===== config.mk =====
export PLATFORM = sky130hd
export DESIGN_NAME = wb_uart_lite_flat
export DESIGN_NICKNAME = d
export VERILOG_FILES = /design/src/rtl/wb_uart_lite_if.sv /design/src/rtl/wb_uart_lite.sv /design/src/flat_wrapper.sv
export SDC_FILE = /design/constraint.sdc
export NUM_CORES = 1
export LEC_CHECK = 0
export ABC_AREA = 1
export BUFFER_PORTS_ARGS = -buffer_cell sky130_fd_sc_hd__buf_2
export CAP_MARGIN = 5
export CORE_ASPECT_RATIO = 1.2
export CORE_MARGIN = 5
export CORE_UTILIZATION = 39
export DETAILED_ROUTE_END_ITERATION = 8
export GPL_ROUTABILITY_DRIVEN = 1
export PLACE_DENSITY_LB_ADDON = 0.15
export SYNTH_ARGS = -nofsm -noshare
export SYNTH_HDL_FRONTEND = slang
export SYNTH_SLANG_ARGS = --single-unit

===== constraint.sdc =====
create_clock -name clock -period 2.27 [get_ports clock]
set_input_delay 0.1135 -clock clock [delete_from_list [all_inputs] [get_ports clock]]
set_output_delay 0.1135 -clock clock [all_outputs]
set_load 0.005 [all_outputs]

===== src/rtl/wb_uart_lite_if.sv =====
// Wishbone B4 classic bus bundle for wb_uart_lite.
//   wb_adr   word address (0=DATA 1=STATUS 2=DIV 3=reserved)
//   wb_wdat  write data          wb_sel  byte lanes (only lane 0 gates writes)
//   wb_we    write enable        wb_cyc / wb_stb  cycle and strobe
//   wb_rdat  read data, zero outside the ack cycle
//   wb_ack   one-cycle acknowledge
interface wb_uart_lite_if;
  logic [1:0]  wb_adr;
  logic [31:0] wb_wdat;
  logic [3:0]  wb_sel;
  logic        wb_we;
  logic        wb_cyc;
  logic        wb_stb;
  logic [31:0] wb_rdat;
  logic        wb_ack;

  modport master (
    output wb_adr, wb_wdat, wb_sel, wb_we, wb_cyc, wb_stb,
    input  wb_rdat, wb_ack
  );

  modport slave (
    input  wb_adr, wb_wdat, wb_sel, wb_we, wb_cyc, wb_stb,
    output wb_rdat, wb_ack
  );
endinterface


===== src/rtl/wb_uart_lite.sv =====
// Wishbone classic slave UART, 8N1, runtime clocks-per-bit divisor.
//   clock    bus clock, all logic on the rising edge
//   reset_n  synchronous active-low reset
//   bus      Wishbone slave port (wb_uart_lite_if.slave)
//   uart_rx  asynchronous serial input, idle high
//   uart_tx  serial output, idle high
// Registers: DATA (TX holding reg / RX FIFO head), STATUS, DIV, reserved.
// STATUS layout: bit4 overrun, bit3 frame_err, bit2 tx_busy, bit1 rx_full, bit0 rx_nonempty;
// writing 1 to bit3/bit4 clears the matching sticky flag.
module wb_uart_lite #(
  parameter int unsigned DEFAULT_DIV   = 208,
  parameter int unsigned RX_FIFO_DEPTH = 16
) (
  input  logic           clock,
  input  logic           reset_n,
  wb_uart_lite_if.slave  bus,
  input  logic           uart_rx,
  output logic           uart_tx
);

  localparam int unsigned AW       = $clog2(RX_FIFO_DEPTH);
  localparam logic [15:0] DivReset = 16'(DEFAULT_DIV);
  localparam logic [15:0] DivMin   = 16'd16;
  localparam logic [AW:0] PtrOne   = {{AW{1'b0}}, 1'b1};

  typedef enum logic [1:0] {TxIdle, TxStart, TxData, TxStop} tx_state_e;
  typedef enum logic [2:0] {RxIdle, RxStart, RxData, RxStop, RxWait} rx_state_e;

  // Bus and register state
  logic        ack_q, ack_d;
  logic [31:0] rdat_q, rdat_d;
  logic [15:0] div_q, div_d;
  logic [7:0]  hold_q, hold_d;
  logic        hold_full_q, hold_full_d;
  logic        frame_err_q, frame_err_d;
  logic        overrun_q, overrun_d;
  logic [AW:0] wr_ptr_q, wr_ptr_d, rd_ptr_q, rd_ptr_d;
  logic [7:0]  mem_q [RX_FIFO_DEPTH];

  // TX state
  tx_state_e   tx_state_q, tx_state_d;
  logic [15:0] tx_cnt_q, tx_cnt_d, tx_div_q, tx_div_d;
  logic [2:0]  tx_bit_q, tx_bit_d;
  logic [7:0]  tx_shift_q, tx_shift_d;
  logic        tx_line_q, tx_line_d;
  logic        tx_load;

  // RX state
  logic        rx_meta_q, rx_sync_q;
  rx_state_e   rx_state_q, rx_state_d;
  logic [15:0] rx_cnt_q, rx_cnt_d, rx_div_q, rx_div_d;
  logic [2:0]  rx_bit_q, rx_bit_d;
  logic [7:0]  rx_shift_q, rx_shift_d;
  logic        rx_push, rx_ferr;

  logic req, stall, accept, wr_en, pop, push_ok, fifo_empty, fifo_full, tx_busy;
  logic unused_bits;

  assign unused_bits = ^{bus.wb_wdat[31:16], bus.wb_sel[3:1]};

  assign fifo_empty = (wr_ptr_q == rd_ptr_q);
  assign fifo_full  = (wr_ptr_q[AW] != rd_ptr_q[AW]) &&
                      (wr_ptr_q[AW-1:0] == rd_ptr_q[AW-1:0]);
  assign tx_busy    = hold_full_q | (tx_state_q != TxIdle);

  // Bus decode, register file and FIFO pointers
  always_comb begin
    req    = bus.wb_cyc & bus.wb_stb & ~ack_q;
    // A DATA write with a full holding reg is held off until the shifter takes the byte.
    stall  = req & bus.wb_we & (bus.wb_adr == 2'd0) & bus.wb_sel[0] & hold_full_q;
    accept = req & ~stall;
    wr_en  = accept & bus.wb_we & bus.wb_sel[0];
    ack_d  = accept;
    rdat_d = '0;
    pop    = 1'b0;

    if (accept && !bus.wb_we) begin
      case (bus.wb_adr)
        2'd0: begin
          if (!fifo_empty) begin
            rdat_d = {23'b0, 1'b1, mem_q[rd_ptr_q[AW-1:0]]};
            pop    = 1'b1;
          end
        end
        2'd1:    rdat_d = {27'b0, overrun_q, frame_err_q, tx_busy, fifo_full, ~fifo_empty};
        2'd2:    rdat_d = {16'b0, div_q};
        default: rdat_d = '0;
      endcase
    end

    hold_d      = hold_q;
    hold_full_d = hold_full_q & ~tx_load;
    if (wr_en && bus.wb_adr == 2'd0) begin
      hold_d      = bus.wb_wdat[7:0];
      hold_full_d = 1'b1;
    end

    div_d = div_q;
    if (wr_en && bus.wb_adr == 2'd2) begin
      div_d = (bus.wb_wdat[15:0] < DivMin) ? DivMin : bus.wb_wdat[15:0];
    end

    // A push into a full FIFO only succeeds when a pop frees the slot in the same cycle.
    push_ok   = rx_push & (~fifo_full | pop);
    wr_ptr_d  = push_ok ? wr_ptr_q + PtrOne : wr_ptr_q;
    rd_ptr_d  = pop ? rd_ptr_q + PtrOne : rd_ptr_q;

    // Set beats a clearing write in the same cycle.
    frame_err_d = rx_ferr | (frame_err_q &
                  ~(wr_en && bus.wb_adr == 2'd1 && bus.wb_wdat[3]));
    overrun_d   = (rx_push & fifo_full & ~pop) | (overrun_q &
                  ~(wr_en && bus.wb_adr == 2'd1 && bus.wb_wdat[4]));
  end

  // TX FSM next state
  always_comb begin
    tx_state_d = tx_state_q;
    tx_cnt_d   = tx_cnt_q;
    tx_div_d   = tx_div_q;
    tx_bit_d   = tx_bit_q;
    tx_shift_d = tx_shift_q;
    tx_line_d  = tx_line_q;
    tx_load    = 1'b0;

    unique case (tx_state_q)
      TxIdle: tx_load = hold_full_q;
      TxStart: begin
        if (tx_cnt_q == tx_div_q - 16'd1) begin
          tx_state_d = TxData;
          tx_cnt_d   = '0;
          tx_bit_d   = '0;
          tx_line_d  = tx_shift_q[0];
        end else begin
          tx_cnt_d = tx_cnt_q + 16'd1;
        end
      end
      TxData: begin
        if (tx_cnt_q == tx_div_q - 16'd1) begin
          tx_cnt_d = '0;
          if (tx_bit_q == 3'd7) begin
            tx_state_d = TxStop;
            tx_line_d  = 1'b1;
          end else begin
            tx_bit_d   = tx_bit_q + 3'd1;
            tx_shift_d = {1'b0, tx_shift_q[7:1]};
            tx_line_d  = tx_shift_q[1];
          end
        end else begin
          tx_cnt_d = tx_cnt_q + 16'd1;
        end
      end
      TxStop: begin
        if (tx_cnt_q == tx_div_q - 16'd1) begin
          // A byte already waiting starts straight away: no idle gap between frames.
          if (hold_full_q) tx_load = 1'b1;
          else             tx_state_d = TxIdle;
        end else begin
          tx_cnt_d = tx_cnt_q + 16'd1;
        end
      end
    endcase

    if (tx_load) begin
      tx_state_d = TxStart;
      tx_cnt_d   = '0;
      tx_shift_d = hold_q;
      tx_div_d   = div_q;  // frame keeps this divisor even if DIV is rewritten
      tx_line_d  = 1'b0;
    end
  end

  // RX FSM next state; counters count down to the next sample point.
  always_comb begin
    rx_state_d = rx_state_q;
    rx_cnt_d   = rx_cnt_q;
    rx_div_d   = rx_div_q;
    rx_bit_d   = rx_bit_q;
    rx_shift_d = rx_shift_q;
    rx_push    = 1'b0;
    rx_ferr    = 1'b0;

    case (rx_state_q)
      RxIdle: begin
        if (!rx_sync_q) begin
          rx_state_d = RxStart;
          rx_div_d   = div_q;
          rx_cnt_d   = (div_q >> 1) - 16'd1;
        end
      end
      RxStart: begin
        if (rx_cnt_q == '0) begin
          if (rx_sync_q) begin
            rx_state_d = RxIdle;  // glitch, not a start bit
          end else begin
            rx_state_d = RxData;
            rx_cnt_d   = rx_div_q - 16'd1;
            rx_bit_d   = '0;
          end
        end else begin
          rx_cnt_d = rx_cnt_q - 16'd1;
        end
      end
      RxData: begin
        if (rx_cnt_q == '0) begin
          rx_shift_d = {rx_sync_q, rx_shift_q[7:1]};
          rx_cnt_d   = rx_div_q - 16'd1;
          if (rx_bit_q == 3'd7) rx_state_d = RxStop;
          else                  rx_bit_d   = rx_bit_q + 3'd1;
        end else begin
          rx_cnt_d = rx_cnt_q - 16'd1;
        end
      end
      RxStop: begin
        if (rx_cnt_q == '0) begin
          if (rx_sync_q) begin
            rx_push    = 1'b1;
            rx_state_d = RxIdle;
          end else begin
            rx_ferr    = 1'b1;
            rx_state_d = RxWait;
          end
        end else begin
          rx_cnt_d = rx_cnt_q - 16'd1;
        end
      end
      RxWait: begin
        if (rx_sync_q) rx_state_d = RxIdle;
      end
      default: rx_state_d = RxIdle;
    endcase
  end

  always_ff @(posedge clock) begin
    if (!reset_n) begin
      ack_q       <= 1'b0;
      rdat_q      <= '0;
      div_q       <= DivReset;
      hold_q      <= '0;
      hold_full_q <= 1'b0;
      frame_err_q <= 1'b0;
      overrun_q   <= 1'b0;
      wr_ptr_q    <= '0;
      rd_ptr_q    <= '0;
      tx_state_q  <= TxIdle;
      tx_cnt_q    <= '0;
      tx_div_q    <= DivReset;
      tx_bit_q    <= '0;
      tx_shift_q  <= '0;
      tx_line_q   <= 1'b1;
      rx_meta_q   <= 1'b1;
      rx_sync_q   <= 1'b1;
      rx_state_q  <= RxIdle;
      rx_cnt_q    <= '0;
      rx_div_q    <= DivReset;
      rx_bit_q    <= '0;
      rx_shift_q  <= '0;
    end else begin
      ack_q       <= ack_d;
      rdat_q      <= rdat_d;
      div_q       <= div_d;
      hold_q      <= hold_d;
      hold_full_q <= hold_full_d;
      frame_err_q <= frame_err_d;
      overrun_q   <= overrun_d;
      wr_ptr_q    <= wr_ptr_d;
      rd_ptr_q    <= rd_ptr_d;
      tx_state_q  <= tx_state_d;
      tx_cnt_q    <= tx_cnt_d;
      tx_div_q    <= tx_div_d;
      tx_bit_q    <= tx_bit_d;
      tx_shift_q  <= tx_shift_d;
      tx_line_q   <= tx_line_d;
      rx_meta_q   <= uart_rx;
      rx_sync_q   <= rx_meta_q;
      rx_state_q  <= rx_state_d;
      rx_cnt_q    <= rx_cnt_d;
      rx_div_q    <= rx_div_d;
      rx_bit_q    <= rx_bit_d;
      rx_shift_q  <= rx_shift_d;
    end
  end

  // FIFO storage needs no reset; the pointers define what is valid.
  always_ff @(posedge clock) begin
    if (push_ok) mem_q[wr_ptr_q[AW-1:0]] <= rx_shift_q;
  end

  assign bus.wb_ack  = ack_q;
  assign bus.wb_rdat = rdat_q;
  assign uart_tx     = tx_line_q;

endmodule

===== src/flat_wrapper.sv =====
// flat-port wrapper written by rule: the top's interface ports become plain ports
module wb_uart_lite_flat 
#(
  parameter int unsigned DEFAULT_DIV   = 208,
  parameter int unsigned RX_FIFO_DEPTH = 16
)
  (clock, reset_n, uart_rx, uart_tx, bus_wb_adr, bus_wb_wdat, bus_wb_sel, bus_wb_we, bus_wb_cyc, bus_wb_stb, bus_wb_rdat, bus_wb_ack);
  wb_uart_lite_if bus_i ();
  input  logic clock;
  input  logic reset_n;
  input  logic uart_rx;
  output logic uart_tx;
  input wire logic [$bits(bus_i.wb_adr)-1:0] bus_wb_adr;
  input wire logic [$bits(bus_i.wb_wdat)-1:0] bus_wb_wdat;
  input wire logic [$bits(bus_i.wb_sel)-1:0] bus_wb_sel;
  input wire logic [$bits(bus_i.wb_we)-1:0] bus_wb_we;
  input wire logic [$bits(bus_i.wb_cyc)-1:0] bus_wb_cyc;
  input wire logic [$bits(bus_i.wb_stb)-1:0] bus_wb_stb;
  output wire logic [$bits(bus_i.wb_rdat)-1:0] bus_wb_rdat;
  output wire logic [$bits(bus_i.wb_ack)-1:0] bus_wb_ack;
  assign bus_i.wb_adr = bus_wb_adr;
  assign bus_i.wb_wdat = bus_wb_wdat;
  assign bus_i.wb_sel = bus_wb_sel;
  assign bus_i.wb_we = bus_wb_we;
  assign bus_i.wb_cyc = bus_wb_cyc;
  assign bus_i.wb_stb = bus_wb_stb;
  assign bus_wb_rdat = bus_i.wb_rdat;
  assign bus_wb_ack = bus_i.wb_ack;
  wb_uart_lite #(.DEFAULT_DIV(DEFAULT_DIV), .RX_FIFO_DEPTH(RX_FIFO_DEPTH)) u_core (.clock(clock), .reset_n(reset_n), .bus(bus_i), .uart_rx(uart_rx), .uart_tx(uart_tx));
endmodule

# After elaboration in Yosys (flattened, before gate mapping)
# Memories as Yosys holds them, arrays and structs flattened. A register that Yosys moved wholly into a read port is not among the register bits.
# Cells that the tools add are included.
# word_totals
reg_bits	164
ram_bits	128
inputBits	44
out_inout_bits	34
elab_cells	200
memories	1
# op_classes
n_addsub	9
order_cmp	1
eq_ne	38
n_mux	63
n_bitwise	29
reduce_logical	36
# mem_list
memory	depth	word_bits	read_ports	rd_ports_with_merged_regs	write_ports	line	text
u_core.mem_q	16	8	1	1	1	wb_uart_lite.sv:38	logic [7:0] mem_q [RX_FIFO_DEPTH];
# op_table
op	n
$mux W16	8
$pmux W16 S4	1
$pmux W16 S3	1
$sub A16 B1 Y16 const B	3
$mux W3	14
$mux W8	4
$pmux W16 S2	1
$ne A2 B1 Y1 const B	10
$mux W1	19
$reduce_and A6 Y1	3
$add A16 B1 Y16 const B	1
$eq A16 B16 Y1	1
$logic_not A16 Y1	1
$lt A16 B5 Y1 const B	1
$sub A15 B1 Y16 const B	1
$and A1 B1 Y1	15
$pmux W3 S5	1
$ne A2 B2 Y1 const B	7
$mux W2	6
$ne A3 B1 Y1 const B	4
$pmux W3 S2	2
$reduce_bool A2 Y1	6
$add A5 B1 Y5 const B	2
$not A1 Y1	10
26 further kinds	54

# Depth between registers and ports, before layout
# logic_depth
depth_word	15
ltp_mapped	18
mapped_depth_nobuf	18

# Least setup slack after synthesis
# No wires, ideal clock.
# synth_timing
path_type	register -> register
startpoint	register u_core.rx_cnt_q[10]
endpoint	memory u_core.mem_q[15][0] (enable)
setup_time_ns	0.375
arrival_ns	1.832
required_ns	1.895
setup_slack_ns	0.064
path_stages_with_launch	12
path_buffers	0
synth_period_minus_slack_ns	2.206
path_cell_list	dfxtp_1 -> nor2_1 -> nand2_1 -> nor4_1 -> nand2_1 -> inv_1 -> nand2_1 -> nor2_1 -> nand2_1 -> inv_2 -> nand2_1 -> nor2_1
# synth_between
elab_chain_cells	6
# synth_rtl
item	line	text
start, declared	wb_uart_lite.sv:51	logic [15:0] rx_cnt_q, rx_cnt_d, rx_div_q, rx_div_d;
start signal, assigned	wb_uart_lite.sv:276	rx_cnt_q <= rx_cnt_d;
$logic_not A16 Y1	wb_uart_lite.sv:214	if (rx_cnt_q == '0) begin
$mux W1	wb_uart_lite.sv:214	
$mux W1	wb_uart_lite.sv:182	case (rx_state_q)
$and A1 B1 Y1	wb_uart_lite.sv:104	push_ok = rx_push & (~fifo_full | pop);
$mux W1	wb_uart_lite.sv:285	if (push_ok) mem_q[wr_ptr_q[AW-1:0]] <= rx_shift_q;
$mux W1 (not written as such)	wb_uart_lite.sv:285	
end, declared	wb_uart_lite.sv:38	
# No other way between the ends.

# Worst setup path in the final report
# layout_timing
startpoint	register u_core.tx_div_q[0]
endpoint	register u_core.tx_shift_q[5]
# layout_between
elab_chain_cells	6
elab_cells_between_ends	9
cone_classes	add/sub: 1; eq/ne: 2; mux: 3; reduce/logical: 3
# layout_rtl
item	line	text
start, declared	wb_uart_lite.sv:42	logic [15:0] tx_cnt_q, tx_cnt_d, tx_div_q, tx_div_d;
start signal, assigned	wb_uart_lite.sv:246	tx_div_q <= DivReset;
start signal, assigned	wb_uart_lite.sv:269	tx_div_q <= tx_div_d;
$sub A16 B1 Y16 *	wb_uart_lite.sv:138, wb_uart_lite.sv:153	
$eq A16 B16 Y1 *	wb_uart_lite.sv:138, wb_uart_lite.sv:153	
$mux W1	wb_uart_lite.sv:153	if (tx_cnt_q == tx_div_q - 16'd1) begin
$pmux W1 S2	wb_uart_lite.sv:125	unique case (tx_state_q)
$ne A2 B1 Y1 (no line) or $reduce_bool A2 Y1 (tied branches)	n/a	
$reduce_and A3 Y1 (no line)	n/a	
end signal, assigned	wb_uart_lite.sv:271	tx_shift_q <= tx_shift_d;
end, declared	wb_uart_lite.sv:44	logic [7:0] tx_shift_q, tx_shift_d;
# Mark *: on every way between the ends. The rest lies on a longest branch, timed or not.
# A chain may end at the register's enable or synchronous reset.

==> metrics <==
detailed-route wire length=37600 µm; wire length on met2=18700 µm; Pins Over Slew Limit=0; Yosys cell types=47; antenna violations before repair=0; worst-case register-to-register setup slack=-50 ps; drt wl/cell=16.8 µm; wire length on met1=16600 µm; number of ports placed on the die boundary=78; most common cell after layout, fill and taps aside=nor2_1; residual DRC count=0; Sinks on Clock Net=280; sum of overflow across all layers after global routing=0; pin count of the biggest net entering global routing=75; Crit Reg-Reg Startpoint=u_core.tx_div_q[0]$_SDFFE_PN0P_; destination of the worst register-to-register timing path=u_core.tx_shift_q[5]$_SDFFE_PN0P_; data required time of the worst path=2760 ps; setup repair after global routing missed its margin=yes; outcome=finished, violations left; Critical Path End Type=register; max incr delay on CP=320 ps; #FFs+latches synth=280; Final setup viols=25; root buffer cell=clkbuf_16; Post-Place Cells=2148; total negative slack for setup checks=-374 ps; DIE AREA=38200 µm²; violations in the final reports=setup timing; Slowest-stage cell, CP=dfxtp_2; final layout net count=1820; Worst Path Buf+Inv=3; Final Hold Viols=0; Syn. warnings=0; maximum vdd ir drop=0.519 mV; final HPWL from detailed placement=26200 µm; H-tree levels=1; antenna diode count=0; starting utilization of the core area=39.4%; remaining number of nets flagged by the antenna check after routing=0; shortest clock period the worst path allows after layout=2320 ps; top fanout value on the critical path=6; measured slew at the worst slew-check pin=842 ps; buffers added on ports=42; number of instances on the worst hold path=4; family with the most delay on the worst path=simple AND/OR/NAND/NOR gates; GP Congestion=0.906; total via count in the routed design=11.5k; beginning of the critical path=u_core.tx_div_q[0]$_SDFFE_PN0P_; Clock Skews=10.9 ps; Post-synth EDFFs=128; leakage component of the power=0.00658 µW; reg2reg path depth=17; length of the first detailed-routing pass in iterations=5; remaining max-slew budget at the tightest pin=43.8%; number of standard-cell rows in the floorplan=74; Power Dens Cells=790 nW/µm²; netlist area before placement=13400 µm²; proportion of synthesized chip area in sequential cells=51.4%; via count of the first global-routing pass=11.0k; Core Region=34000 µm²; vertical die dimension=213 µm; starting DRC count in detailed routing=619; clock buffers created by TritonCTS=30; startpoint of the most critical hold path=bus_wb_adr[0]; top library cells by usage in the layout, fill and taps aside=215 x nor2_1, 199 x nand2_1, 161 x o21ai_0, 144 x dfxtp_1, 128 x edfxtp_1; Crit Path Class=reg -> reg; final std cells w/o fill=2235; async set or reset register ratio after synthesis=0%; number of buffers on the longest clock path=3; overall global routing resource usage=19.2%; clock-pin slew on the worst setup and hold paths=60 ps; Post-Synthesis Mean Instance Area=8.42 µm²; width of the chip=179 µm; class of the tightest hold or removal check=in -> reg; share of post-route cells with drive strength above 1=21.4%; type of origin of the critical path=register; Worst Setup Slack, final=-47.4 ps; clock network latency to the later pin of the worst-skew pair=560 ps; f_max=432 MHz; CTS tree=built; fill cell instance count of the final layout=3259; final worst-path cycle share=102%; highest routing layer actually used=met4; WHS Endpoint=u_core.bus.wb_rdat[8]$_SDFF_PN0_; met3 WL post-DR=1470 µm; area overhead of the layout relative to synthesis=24.7%; max cap viols=0; global-route wire length before repair=58400 µm; arrival time worst endpoint=2810 ps; number of vias per cell after detailed routing=5.15; instance count of the mapped netlist=1591; dominant register cell in the synthesized netlist=dfxtp_1; series of cell instances along the critical path=inv_2, ha_4, nand2_8, nor2_4, nand3_2, nand2_2, inv_2, nor2_2, nand3_2, nor2_4, nand2_2, nor2_4, buf_4, nand2_1, nand2_4, nand2_2, a21oi_2
cell families (layout without fill, tap and decap cells):
family,after synthesis,after routing,share of synthesized area (%)
buffers and inverters,217,389,6.76
and+or+nand+nor,640,641,20.5
other,1,16,0.0280
xor gates and xnor gates,51,51,3.34
DFF,280,280,51.4
AOI/OAI and AO/OA,382,382,16.1
adders and majority gates,20,20,1.87
registers in the layout (all words and copies together) (netlist names), 5 cells and up, named ones only:
register / cells
u_core.bus.wb_rdat: 16
u_core.div_q: 16
u_core.hold_q: 8
u_core.mem_q: 128
u_core.rd_ptr_q: 5
u_core.rx_cnt_q: 16
u_core.rx_div_q: 16
u_core.rx_shift_q: 8
u_core.tx_cnt_q: 16
u_core.tx_div_q: 16
u_core.tx_shift_q: 8
u_core.wr_ptr_q: 5
per-stage QoR:
| stage | total power [µW] | instance area [µm²] | util [%] | setup WS (ps) | hold WS (ps) |
|---|---|---|---|---|---|
| 5_1_grt | 13900 | 16700 | 49.1 | -208 | 63.2 |
| 3_3_place_gp | 8410 | 14800 | 43.7 | -119 | 299 |
| 3_5_place_dp | 8420 | 14800 | 43.7 | -195 | 305 |
| 6_report | 13200 | 16700 | 49.1 | -47.4 | 57.7 |
| 4_1_cts | 13200 | 16200 | 47.8 | -55.1 | 12.5 |
| 2_1_floorplan | 7430 | 13400 | - | 63.7 | 220 |
worst reg2reg max path, cell delays in order, from the launching register on:
cell,delay (ps)
dfxtp_2,320
inv_2,80
ha_4,190
nand2_8,80
nor2_4,220
nand3_2,110
nand2_2,100
inv_2,40
nor2_2,80
nand3_2,100
nor2_4,180
nand2_2,130
nor2_4,150
buf_4,140
nand2_1,90
nand2_4,80
nand2_2,50
a21oi_2,120
how the worst max path moves through the flow:
stage / endpoint / slack, ps / cells past startpoint
after global placement: u_core.mem_q[8][1]$_DFFE_PP_ / -120 / 13
final: u_core.tx_shift_q[5]$_SDFFE_PN0P_ / -50 / 17
after detailed placement: u_core.mem_q[14][6]$_DFFE_PP_ / -200 / 13
after global routing: u_core.tx_shift_q[5]$_SDFFE_PN0P_ / -210 / 17
after floorplan: u_core.mem_q[15][0]$_DFFE_PP_ / 60 / 11
after CTS: u_core.mem_q[12][5]$_DFFE_PP_ / -60 / 13
cell type report:
cell class	instances	area [µm²]	share of cell area [%]
flip-flops and latches	280	6900	41.3
multi-input cells	1110	6140	36.8
repair buffers	195	1620	9.71
clock buffers	39	831	4.98
well taps	456	571	3.42
inverters	139	534	3.20
clock inverters	16	105	0.630
timing repair:
action	4_1_cts	5_1_grt
endpoints found under the hold margin	29	0
pin swaps	12	25
resized for setup	58	115
setup endpoints to repair	177	195
gates cloned	3	2
buffers inserted	6	4
hold buffers	18	0
where the power goes:
part           internal (µW)  switching (µW)  total [µW]
combinational           1210            1640        2850
clock                   2670            1970        4640
sequential              5480             222        5700
total                   9360            3830       13200
metal layers:
layer  up-vias  global-route usage, %
met1      5482                   25.8
met4         0                   4.97
li1       5755                      -
met5         -                      0
met3        55                   1.81
met2       228                   33.3
cells in the mapped netlist, drive strengths merged (26+ instances only):
| library cell | n | area [µm²] |
|---|---|---|
| inv | 135 | 507 |
| nand2 | 236 | 916 |
| o21ai | 171 | 856 |
| a21oi | 114 | 571 |
| o22ai | 26 | 163 |
| clkbuf | 54 | 204 |
| nand3 | 81 | 423 |
| nor3 | 30 | 150 |
| dfxtp | 152 | 3040 |
| edfxtp | 128 | 3840 |
| xor2 | 38 | 333 |
| nor2 | 250 | 981 |
(Power assumes the default switching activity.)
